[src/rtl/nms_window_stage.sv]
// Canny non-maximum suppression stage.
// Takes a 3x3 magnitude window and a 3x3 direction window, compares the centre
// magnitude against its two neighbours along the gradient direction, and emits
// the thinned centre magnitude two register stages later.
module nms_window_stage #(
  parameter int MAG_W      = 11,
  parameter int DIR_W      = 2,
  parameter int LOW_THRESH = 0
) (
  input  logic                 clk,
  input  logic                 rstN,
  input  logic [9*MAG_W-1:0]   gradient_magnitude,
  input  logic [9*DIR_W-1:0]   gradient_direction,
  input  logic                 gradient_data_valid,
  output logic [MAG_W-1:0]     nms_magnitude,
  output logic [DIR_W-1:0]     nms_direction,
  output logic                 nms_valid
);

  localparam logic [MAG_W-1:0] LOW_LIMIT = MAG_W'(LOW_THRESH);

  logic [MAG_W-1:0] centre_mag;
  logic [DIR_W-1:0] centre_dir;
  logic [MAG_W-1:0] sel_a;
  logic [MAG_W-1:0] sel_b;

  logic [MAG_W-1:0] s1_c;
  logic [MAG_W-1:0] s1_a;
  logic [MAG_W-1:0] s1_b;
  logic [DIR_W-1:0] s1_d;
  logic             s1_valid;

  logic             keep;

  assign centre_mag = gradient_magnitude[4*MAG_W +: MAG_W];
  assign centre_dir = gradient_direction[4*DIR_W +: DIR_W];

  // Pick the two neighbours lying along the gradient direction of the centre pixel.
  always_comb begin
    sel_a = '0;
    sel_b = '0;
    case (centre_dir)
      2'd0: begin
        sel_a = gradient_magnitude[3*MAG_W +: MAG_W];
        sel_b = gradient_magnitude[5*MAG_W +: MAG_W];
      end
      2'd1: begin
        sel_a = gradient_magnitude[2*MAG_W +: MAG_W];
        sel_b = gradient_magnitude[6*MAG_W +: MAG_W];
      end
      2'd2: begin
        sel_a = gradient_magnitude[1*MAG_W +: MAG_W];
        sel_b = gradient_magnitude[7*MAG_W +: MAG_W];
      end
      default: begin
        sel_a = gradient_magnitude[0*MAG_W +: MAG_W];
        sel_b = gradient_magnitude[8*MAG_W +: MAG_W];
      end
    endcase
  end

  // Stage 1: capture centre, direction and the selected neighbour pair.
  always_ff @(posedge clk or negedge rstN) begin
    if (!rstN) begin
      s1_c     <= '0;
      s1_a     <= '0;
      s1_b     <= '0;
      s1_d     <= '0;
      s1_valid <= 1'b0;
    end else begin
      s1_c     <= centre_mag;
      s1_a     <= sel_a;
      s1_b     <= sel_b;
      s1_d     <= centre_dir;
      s1_valid <= gradient_data_valid;
    end
  end

  // Ties keep the centre so flat ridges survive; weak pixels are always dropped.
  assign keep = (s1_c >= s1_a) && (s1_c >= s1_b) && (s1_c > LOW_LIMIT);

  // Stage 2: register the thinned magnitude, direction and valid.
  always_ff @(posedge clk or negedge rstN) begin
    if (!rstN) begin
      nms_magnitude <= '0;
      nms_direction <= '0;
      nms_valid     <= 1'b0;
    end else begin
      nms_magnitude <= keep ? s1_c : '0;
      nms_direction <= s1_d;
      nms_valid     <= s1_valid;
    end
  end

endmodule

[config.mk]
export PLATFORM = sky130hd
export DESIGN_NAME = nms_window_stage
export DESIGN_NICKNAME = d
export VERILOG_FILES = /design/src/rtl/nms_window_stage.sv
export SDC_FILE = /design/constraint.sdc
export NUM_CORES = 1
export LEC_CHECK = 0
export ABC_AREA = 1
export CAP_MARGIN = 30
export CORE_MARGIN = 3
export CORE_UTILIZATION = 40
export CTS_BUF_LIST = sky130_fd_sc_hd__clkbuf_16
export DETAILED_ROUTE_END_ITERATION = 8
export GPL_TIMING_DRIVEN = 0
export PLACE_DENSITY = 0.89
export SLEW_MARGIN = 20
export SYNTH_ARGS = -nofsm -noshare
export SYNTH_HDL_FRONTEND = slang
export SYNTH_SLANG_ARGS = --single-unit
[constraint.sdc]
create_clock -name clk -period 1.8 [get_ports clk]
set_input_delay 0.27 -clock clk [delete_from_list [all_inputs] [get_ports clk]]
set_output_delay 0.27 -clock clk [all_outputs]
set_load 0.02 [all_outputs]
==> results of run 1 <==
==> worst min path at each step <==
| stage | start | endpoint | slack [ns] |
|---|---|---|---|
| final | rstN | nms_valid | -0.02 |
| after global routing | rstN | nms_valid | 0.01 |
| after CTS | rstN | s1_valid | 0.0007 |
| after detailed placement | rstN | nms_valid | 0.30 |
| after floorplan | rstN | nms_direction[0] | -0.03 |
| after global placement | s1_valid | nms_valid | 0.33 |
==> cell families (layout without fill, tap and decap cells) <==
kind of cell / after synthesis / after routing / share of synthesized area, %
buffers and inverters: 54 / 179 / 8.30
and+or+nand+nor: 174 / 174 / 30.1
DFF: 50 / 50 / 48.9
adders and majority gates: 22 / 22 / 10.7
AOI/OAI and AO/OA: 9 / 9 / 1.95
==> sequential cells by signal (all words and copies together) (netlist names) <==
name / flops
nms_magnitude: 11
s1_a: 11
s1_b: 11
s1_c: 11
nms_direction: 2
s1_d: 2
nms_valid: 1
s1_valid: 1
==> layer usage <==
| layer | wire length [um] | GRT usage, % |
|---|---|---|
| met4 | 165 | 8.06 |
| met5 | 0 | 0 |
| met3 | 421 | 4.03 |
| met1 | 2440 | 20.8 |
| met2 | 3320 | 32.2 |
==> cell usage after synthesis <==
| cell | n | area, um2 |
|---|---|---|
| sky130_fd_sc_hd__o21ai_0 | 1 | 5.00 |
| sky130_fd_sc_hd__nand4_1 | 22 | 138 |
| sky130_fd_sc_hd__nor2_4 | 1 | 11.3 |
| sky130_fd_sc_hd__inv_1 | 45 | 169 |
| sky130_fd_sc_hd__buf_2 | 2 | 10.0 |
| sky130_fd_sc_hd__nor3_1 | 1 | 5.00 |
| sky130_fd_sc_hd__buf_6 | 1 | 11.3 |
| sky130_fd_sc_hd__a21oi_1 | 6 | 30.0 |
| sky130_fd_sc_hd__nand3b_1 | 2 | 15.0 |
| sky130_fd_sc_hd__nand3_2 | 1 | 10.0 |
| sky130_fd_sc_hd__dfrtp_1 | 50 | 1250 |
| sky130_fd_sc_hd__ha_1 | 22 | 275 |
| sky130_fd_sc_hd__clkbuf_1 | 6 | 22.5 |
| sky130_fd_sc_hd__nor4_1 | 2 | 12.5 |
| sky130_fd_sc_hd__nor2_2 | 11 | 68.8 |
| sky130_fd_sc_hd__nand3_1 | 5 | 25.0 |
| sky130_fd_sc_hd__a21o_1 | 2 | 15.0 |
| sky130_fd_sc_hd__nand2_1 | 118 | 443 |
| sky130_fd_sc_hd__nand2_2 | 1 | 6.26 |
| sky130_fd_sc_hd__nor2_1 | 10 | 37.5 |
==> final cells by class <==
class                   count  area, um2  share of cell area, %
plain buffers               9       43.8                   1.10
clock buffers               5        125                   3.13
clock inverters             2       11.3                  0.282
inverters                  45        169                   4.23
multi-input cells         205       1100                   27.6
flip-flops and latches     50       1250                   31.4
well taps                  75       93.8                   2.35
repair buffers            118       1190                   29.9
==> critical path, stage by stage (launching register included) <==
cell	delay, ns
sky130_fd_sc_hd__dfrtp_2	0.45
sky130_fd_sc_hd__ha_1	0.33
sky130_fd_sc_hd__nand2_1	0.11
sky130_fd_sc_hd__inv_1	0.05
sky130_fd_sc_hd__a21oi_1	0.13
sky130_fd_sc_hd__nand2_1	0.07
sky130_fd_sc_hd__nand2_1	0.07
sky130_fd_sc_hd__nand2_2	0.06
sky130_fd_sc_hd__nand3_2	0.08
sky130_fd_sc_hd__buf_6	0.17
sky130_fd_sc_hd__nor2_2	0.05
==> stage by stage <==
stage,utilization [%],area [um2],power (uW),setup WS (ns),instances
2_1_floorplan,-,2560,1600,0.312,309
3_3_place_gp,63.1,3830,1970,-0.777,501
3_5_place_dp,63.5,3850,2000,0.0727,502
4_1_cts,65.8,3990,2870,0.121,509
5_1_grt,65.9,3990,3000,0.00226,509
6_report,65.9,3990,2840,0.134,509
==> power by group through the flow <==
| stage | Combinational, uW | Clock [uW] | Sequential [uW] |
|---|---|---|---|
| final | 722 | 862 | 1260 |
| after global placement | 688 | 0 | 1280 |
| after CTS | 726 | 888 | 1260 |
| after detailed placement | 721 | 0 | 1280 |
| after floorplan | 297 | 0 | 1310 |
| after global routing | 807 | 926 | 1270 |
==> repair_timing <==
item                       4_1_cts  5_1_grt
buffers inserted                 0        0
setup endpoints to repair        0       10
resized for setup                0        3
==> results, run 1 <==
- The run finished, with violations left.
- The final reports fail on negative hold slack.
- The worst path uses between 90 and 100% of the clock period.
- The worst hold path belongs to the class in2async.
- The later pin in the worst-skew pair is clocked with a latency of approximately 0.28 ns.
- STA classifies the critical path startpoint as a flop.
- The category of the worst setup path capture point is a flop.
- The final global-route overflow total is 0.
- The max-cap check violation count is 0.
- The part of the total power dissipated in sequential elements is 44.3%.
- The design internal power is 2110 uW.
- The worst pin sits at a relative slew slack of approximately three fifths.
- The maximum ir drop on the vdd rail is around 640 uV.
- The number of clock buffers added by TritonCTS is 5.
- The flip-flop and latch count after synthesis is 50.
- The switching share of power is roughly a quarter.
- The overall die area is approximately 7400 um2.
- For this block, the via count after detailed routing is between 2000 and 2500.
- The relative area change from synthesis to final layout is 55.9%.
- The upper clock frequency limit is 0.600 GHz.
- TritonCTS built the clock tree.
- Cells with a size suffix above 1 make up under 10% of the layout.
- After clock tree synthesis, the clock-pin slew on the worst setup and hold paths is approximately 0.06 ns.
- The number of nets in the layout is 576.
- The number of buffers added on ports is 117.
- The sequential element share of the synthesized area is roughly 49%.
- Data arrives at the worst endpoint at about 1.8 ns.
- The wire length reported by the detailed router is between 6000 and 7000 um.
- The average size of a mapped cell is ~8.3 um2.
- The combined area of all synthesized cells is around 2600 um2.
- The clock network is responsible for 30.3% of the overall power.
- The smallest clock period supported by the final layout is computed as around 1.7 ns.
- The leakage power is approximately 0.0019 uW.
- Adding up every negative setup slack in the final design gives 0 ns.
- The worst register-to-register path begins at s1_c[6].
- Entering global routing, the biggest net connects 27 pins.
- The worst register-to-register path has a depth of 10.
- During synthesis, Yosys emitted a total of 0 warnings.
- For this design the top-level I/O count stands at 134.
- The number of iterations in the first detailed-routing pass is 4.
- The worst setup path endpoint is nms_magnitude[1].
- The wire length of the first global-routing pass is ~10000 um.
- The number of antenna violations at the first check in global routing was 0.
- The worst-case clock skew is approximately 0.0057 ns.
- The final count of pins violating max slew is 0.
- After technology mapping, the gate count stands at between 300 and 400.
- The switching power is approximately 730 uW.
- The H-tree was split into 2 levels.
- The width of the chip is between 80 and 90 um.
- Of all nets on the critical path, the largest fanout is 10.
- The most common cell after layout, fill and taps aside is sky130_fd_sc_hd__nand2_1.
- The via count of the first global-routing pass was approximately 2400.
- The clock drives 50 sinks.
- Setup repair after global routing left no endpoint under its margin.
- The detail-routed via count per cell is 4.75.
- The core area is 6060 um2.
- The starting density of the core is 42.3%.
- The count of endpoints failing setup in the final report is 0.
- At the worst endpoint, the required time is around 2.0 ns.
- The final-report hold violation count is 25.
- The top cell types in the final layout, fill and taps aside, are sky130_fd_sc_hd__nand2_1 (117), sky130_fd_sc_hd__clkdlybuf4s50_1 (116), sky130_fd_sc_hd__dfrtp_1 (49).
- The areal power density over the cells is ~710 nW/um2.
- The slew at the pin closest to its max-slew limit is between 0.5 and 0.6 ns.
- The overall track demand over capacity in global routing is between 10% and 20%.
- Combinational cells account for approximately a quarter of the total power.
- Fill cells in the final layout number 478.
- The setup check on the worst reg-to-reg path leaves a slack of ~0.13 ns.
- The worst setup path startpoint is s1_c[6].
- The total half-perimeter wirelength after legalization and detailed placement is ~5300 um.
- Dividing the detail-routed wire length by the instance count gives roughly 12 um.
- The number of hold buffers added after cts is 0.
- The critical path in this run is classified as reg2reg.
- Routability-driven placement finished with a final weighted congestion of roughly 0.84.
- The number of remaining DRC errors is 0.
- The count of standard-cell rows is 28.
- The number of antenna cells inserted is 0.
- The worst hold margin is -0.0175 ns.
- The height of the die is 86.0 um.
- The number of antenna-violating nets in the routed design is 0.
- After the first detailed-routing iteration, the DRC count stood at 81.
- The post-synthesis cell type count is 20.
- The capture point of the worst reg-to-reg path is nms_magnitude[1].
- The maximum count of clock buffers along a single path is 2.
- When the netlist entered floorplanning its net count stood at 451.
- The clock root buffer is sky130_fd_sc_hd__clkbuf_16.
No activity file was read; power rests on OpenSTA's default activity.
==> run 2, diff against run 1 <==
--- a/config.mk
+++ b/config.mk
@@ -5,10 +5,8 @@
 export SDC_FILE = /design/constraint.sdc
 export NUM_CORES = 1
 export LEC_CHECK = 0
-export ABC_AREA = 1
-export CAP_MARGIN = 30
-export CORE_MARGIN = 3
-export CORE_UTILIZATION = 40
+export CAP_MARGIN = 10
+export CORE_UTILIZATION = 39
 export CTS_BUF_LIST = sky130_fd_sc_hd__clkbuf_16
 export DETAILED_ROUTE_END_ITERATION = 8
 export GPL_TIMING_DRIVEN = 0
==> run 2 against run 1 <==
  * The flow finishes with violations (negative setup slack)
  * Sequential share of layout area shrank 0.26 points
  * Wire length shrank 14%
  * Utilization grew 1.6 points
  * Synthesized cell count shrank 49%
  * Sequential power is essentially flat
  * Synthesized area shrank 6.0%
  * Flip-flop and latch count is the same
  * Largest power group unchanged
  * Design area grew 0.72%
  * Register-to-register slack lost 0.26 ns
  * Via count shrank 26%
  * Cell count shrank 28%
  * Global-route usage grew 0.87 points
==> results, run 2 <==
- The routed wire length per instance is 14.9 um (+19%).
- Among all stages on the critical path, the largest delay is contributed by sky130_fd_sc_hd__dfrtp_1.
- The synthesized-area fraction occupied by ao, oa, aoi and oai cells is 4.88% (+2.9 points).
- The initial detailed-routing violation count is 17 (-79%).
- The number of buffer and inverter stages on the critical path is 1 (-1).
- The TritonCTS clock tree is built.
- The upper clock frequency limit was 0.518 GHz (-14%).
- The count of boundary I/O pins is 134 (unchanged).
- The via count of the first global-routing pass is 1943 (-20%).
- The clock slew seen by the registers of the worst setup and hold paths is 0.06 ns (about the same).
- The clock sink count came to 50 (unchanged).
- The proportion of synthesized flip-flops having asynchronous set or reset is 100% (unchanged).
- The number of buffers created by CTS is 5 (unchanged).
- The post-layout minimum cycle time is 1.93 ns (+0.264 ns).
- The kind of launch point of the worst setup path is a flop.
- The worst-case clock skew is 0.00295 ns (-0.00275 ns).
- The maximum fanout along the worst path is 5 (-5).
- The fraction of layout instances using a drive strength above 1 is 19.2% (+13 points).
- The number of cell instances on the worst register-to-register path came to 7 (-3).
- The critical path data required time was 1.97 ns (about the same).
- The final worst slack is -0.130 ns (-0.264 ns).
- The total length of routed met2 wires is 3070 um (-7.7%).
- The slew at the pin closest to its max-slew limit is 0.665 ns (+0.0795 ns).
- The max-cap check violation count was 0 (unchanged).
- The average size of a mapped cell is 15.1 um2 (+83%).
- The worst slew margin relative to its limit is 55.7% (-5.3 points).
- By count the netlist is led by sky130_fd_sc_hd__dfrtp_1 (50), sky130_fd_sc_hd__ha_1 (22), sky130_fd_sc_hd__mux4_2 (22).
- The detail-routed via count per cell was 4.88 (+2.8%).
- The flip-flop and latch count after synthesis is 50 (unchanged).
- The height of the die was 80.6 um (-6.3%).
- The overall die area is 6490 um2 (-12%).
- The vias after detailed routing is 1787 (-26%).
- The count of endpoints failing setup in the final report is 11 (+11).
- The leakage power is 0.00172 uW (-9.5%).
- The post-synthesis cell count was 159 (-49%).
- The number of antenna-violating nets in the routed design is 0 (unchanged).
- The synthesized-area fraction occupied by xor and xnor cells came to 0% (unchanged).
- The final reports fail on negative setup slack.
- The number of antenna violations at the first check in global routing is 0 (unchanged).
- The worst setup path is captured at a flop.
- In the layout the commonest cells are sky130_fd_sc_hd__clkdlybuf4s50_1 (116), sky130_fd_sc_hd__dfrtp_1 (50), sky130_fd_sc_hd__mux4_2 (22).
- The data arrival time of the critical path came to 2.10 ns (+0.26 ns).
- The final count of pins violating max slew came to 0 (unchanged).
- The number of synthesis warnings is 0 (unchanged).
- The dominant cell by count in the synthesized netlist is sky130_fd_sc_hd__dfrtp_1.
- The final-report hold violation count is 0 (-100%).
- In the post-synthesis netlist, the biggest area contributors are sky130_fd_sc_hd__dfrtp_1 (52%), sky130_fd_sc_hd__mux4_2 (21%), sky130_fd_sc_hd__ha_1 (11%).
- The number of antenna cells inserted is 0 (unchanged).
- The count of standard-cell rows came to 28 (unchanged).
- The sequential element share of the synthesized area is 51.9% (+3.1 points).
- The worst hold margin is 0.351 ns (+0.368 ns).
- Broken down by cell family, the worst path's largest delay share belongs to compound AO/OA/AOI/OAI gates.
- The number of iterations in the first detailed-routing pass came to 3 (-1).
- Leaving out fill and tap cells, the most frequent cell in the layout is sky130_fd_sc_hd__clkdlybuf4s50_1.
- The most used flip-flop cell after synthesis is sky130_fd_sc_hd__dfrtp_1.
- The areal power density over the cells is 782 nW/um2 (+9.8%).
- The CTS H-tree depth is 2 (unchanged).
- The relative area change from synthesis to final layout is 67.0%.
- The number of enable flip-flop cells after synthesis came to 0 (unchanged).
- The maximum number of pins on one net before global-route repair was 32 (+19%).
- The leading area contributor after synthesis is sky130_fd_sc_hd__dfrtp_1.
- The critical path goes through ha_1 > and4_1 > o21ai_0 > o221ai_2 > a221oi_2 > buf_4 > nor3b_2.
- The weighted congestion at the end of routability-driven global placement was 0.708 (-16%).
- The wire length on met1 came to 2020 um (-18%).
- The width of the chip is 80.6 um (-6.3%).
- The flow ran to the end, but the final reports show violations.
- The area share of fa/ha/maj cells after synthesis is 11.4% (+0.68 points).
- The most critical setup path has its startpoint at s1_c[3].
- The multiplexer fraction of the synthesized cell area is 20.6% (+21 points).
- The start of the worst register-to-register path is s1_c[3].
- The worst hold path belongs to the class reg2reg.
- The total half-perimeter wirelength after legalization and detailed placement came to 4320 um (-19%).
- The met3 routed wirelength was 293 um (-30%).
- The starting density of the core came to 40.4% (-1.8 points).
- The sum of negative setup slack is -1.09 ns (-1.09 ns).
- The number of nets in the layout was 432 (-25%).
- The portion of the clock cycle consumed by the worst path in the final layout was 107% (+15 points).
- The number of gates on the worst path with buffers counted came to 7 (-3).
- The overall track demand over capacity in global routing is 19.0% (+0.87 points).
- The final global-route overflow total is 0 (unchanged).
- The wire length reported by the detailed router is 5450 um (-14%).
- The post-synthesis net count is 301 (-33%).
- The number of buffers added on ports is 117 (unchanged).
- The clock root buffer is sky130_fd_sc_hd__clkbuf_16.
- The post-layout total power was 3140 uW (+11%).
- The maximum ir drop on the vdd rail is 403 uV (-37%).
- The worst setup path endpoint is nms_magnitude[2].
- By startpoint and endpoint, the worst setup path is classified as reg2reg.
- The combined area of all synthesized cells is 2410 um2 (-6.0%).
- Setup repair after global routing could not meet its margin everywhere.
- After synthesis, the largest family of logic cells by area is multiplexers.
- The wire length of the first global-routing pass was 8980 um (-14%).
- The reg2reg setup slack came to -0.13 ns (-0.26 ns).
- The simple-gate share of the synthesized area was 6.34% (-24 points).
- The critical path's largest stage delay is 0.42 ns (-0.03 ns).
- The number of remaining DRC errors is 0 (unchanged).
- The highest signal layer in the routed design is met4.
- The core area is 5960 um2 (-1.7%).
- The maximum count of clock buffers along a single path came to 2 (unchanged).
- The clock insertion delay at the later pin of the skew report is 0.28 ns (about the same).
- In this run the critical register-to-register path is captured at nms_magnitude[2].
- The post-synthesis cell type count is 23 (+15%).
- The share of Yosys cell area claimed by the top area cell type is 51.9% (+3.1 points).
-- run 2: changes by cell type in the layout (fill, tap and decap cells not counted), moves of 7 or more --
cell | previous run | this run
sky130_fd_sc_hd__nand2_1 | 117 | 2
sky130_fd_sc_hd__nor2_2 | 11 | 0
sky130_fd_sc_hd__inv_1 | 46 | 20
sky130_fd_sc_hd__buf_4 | 0 | 7
sky130_fd_sc_hd__mux4_2 | 0 | 22
sky130_fd_sc_hd__nor2_1 | 10 | 0
sky130_fd_sc_hd__nand4_1 | 22 | 2
-- run 2: area by class of cell --
cell class | instances | area, um2
Buffer | 6 | 41.3
Sequential cell | 50 | 1250
Clock buffer | 5 | 125
Multi-Input combinational cell | 82 | 1130
Fill cell | 463 | 1930
Inverter | 21 | 78.8
Clock inverter | 3 | 63.8
Tap cell | 75 | 93.8
Timing Repair Buffer | 124 | 1230
-- run 2: through the flow --
| stage | instance area [um2] | util [%] | setup slack (ns) | std cells |
|---|---|---|---|---|
| after detailed placement | 3690 | 61.9 | -0.155 | 352 |
| after global placement | 3670 | 61.7 | -0.840 | 351 |
| after CTS | 4020 | 67.4 | -0.138 | 366 |
| after global routing | 4020 | 67.5 | -0.237 | 366 |
| final | 4020 | 67.5 | -0.130 | 366 |
| after floorplan | 2410 | - | 0.0561 | 159 |
-- run 2: power breakdown --
part	switching, uW	internal (uW)	leakage, uW	total [uW]
registers	35.5	1210	0.000604	1250
logic	277	458	0.00103	736
clock network	370	790	0.0000915	1160
total	683	2460	0.00172	3140
-- run 2: layer usage --
metal / up-vias / global-route usage (%)
met2: 75 / 34.8
li1: 848 / -
met5: - / 0
met3: 8 / 3.75
met4: 0 / 6.25
met1: 856 / 22.1
-- run 2: cell families after synthesis --
group / after synthesis
AOI/OAI and AO/OA: 16
adders and majority gates: 22
buffers and inverters: 27
DFF: 50
muxes: 22
and+or+nand+nor: 22
-- run 2: worst register-to-register path, delay by kind of cell (launching register included) --
kind | cells | cell delay [ns]
AOI/OAI and AO/OA | 3 | 0.62
DFF | 1 | 0.42
adders and majority gates | 1 | 0.30
and+or+nand+nor | 2 | 0.25
buffers and inverters | 1 | 0.22
-- run 2: worst min-delay path by stage --
stage / start / to / slack, ns / depth (start not counted)
6_report: s1_valid / nms_valid / 0.35 / 0
3_5_place_dp: rstN / s1_a[0] / 0.25 / 1
4_1_cts: s1_valid / nms_valid / 0.36 / 0
2_1_floorplan: rstN / nms_direction[0] / -0.03 / 0
3_3_place_gp: s1_d[0] / nms_direction[0] / 0.33 / 0
5_1_grt: s1_d[1] / nms_direction[1] / 0.36 / 0
-- run 2: repair_timing --
action                                 CTS  global route
setup endpoints to repair               11            11
hold buffers                             1             0
endpoints found under the hold margin   19             0
setup buffers                            4             0
cloned                                   1             0
gates resized for setup                 15             1
pin swaps                                8             4
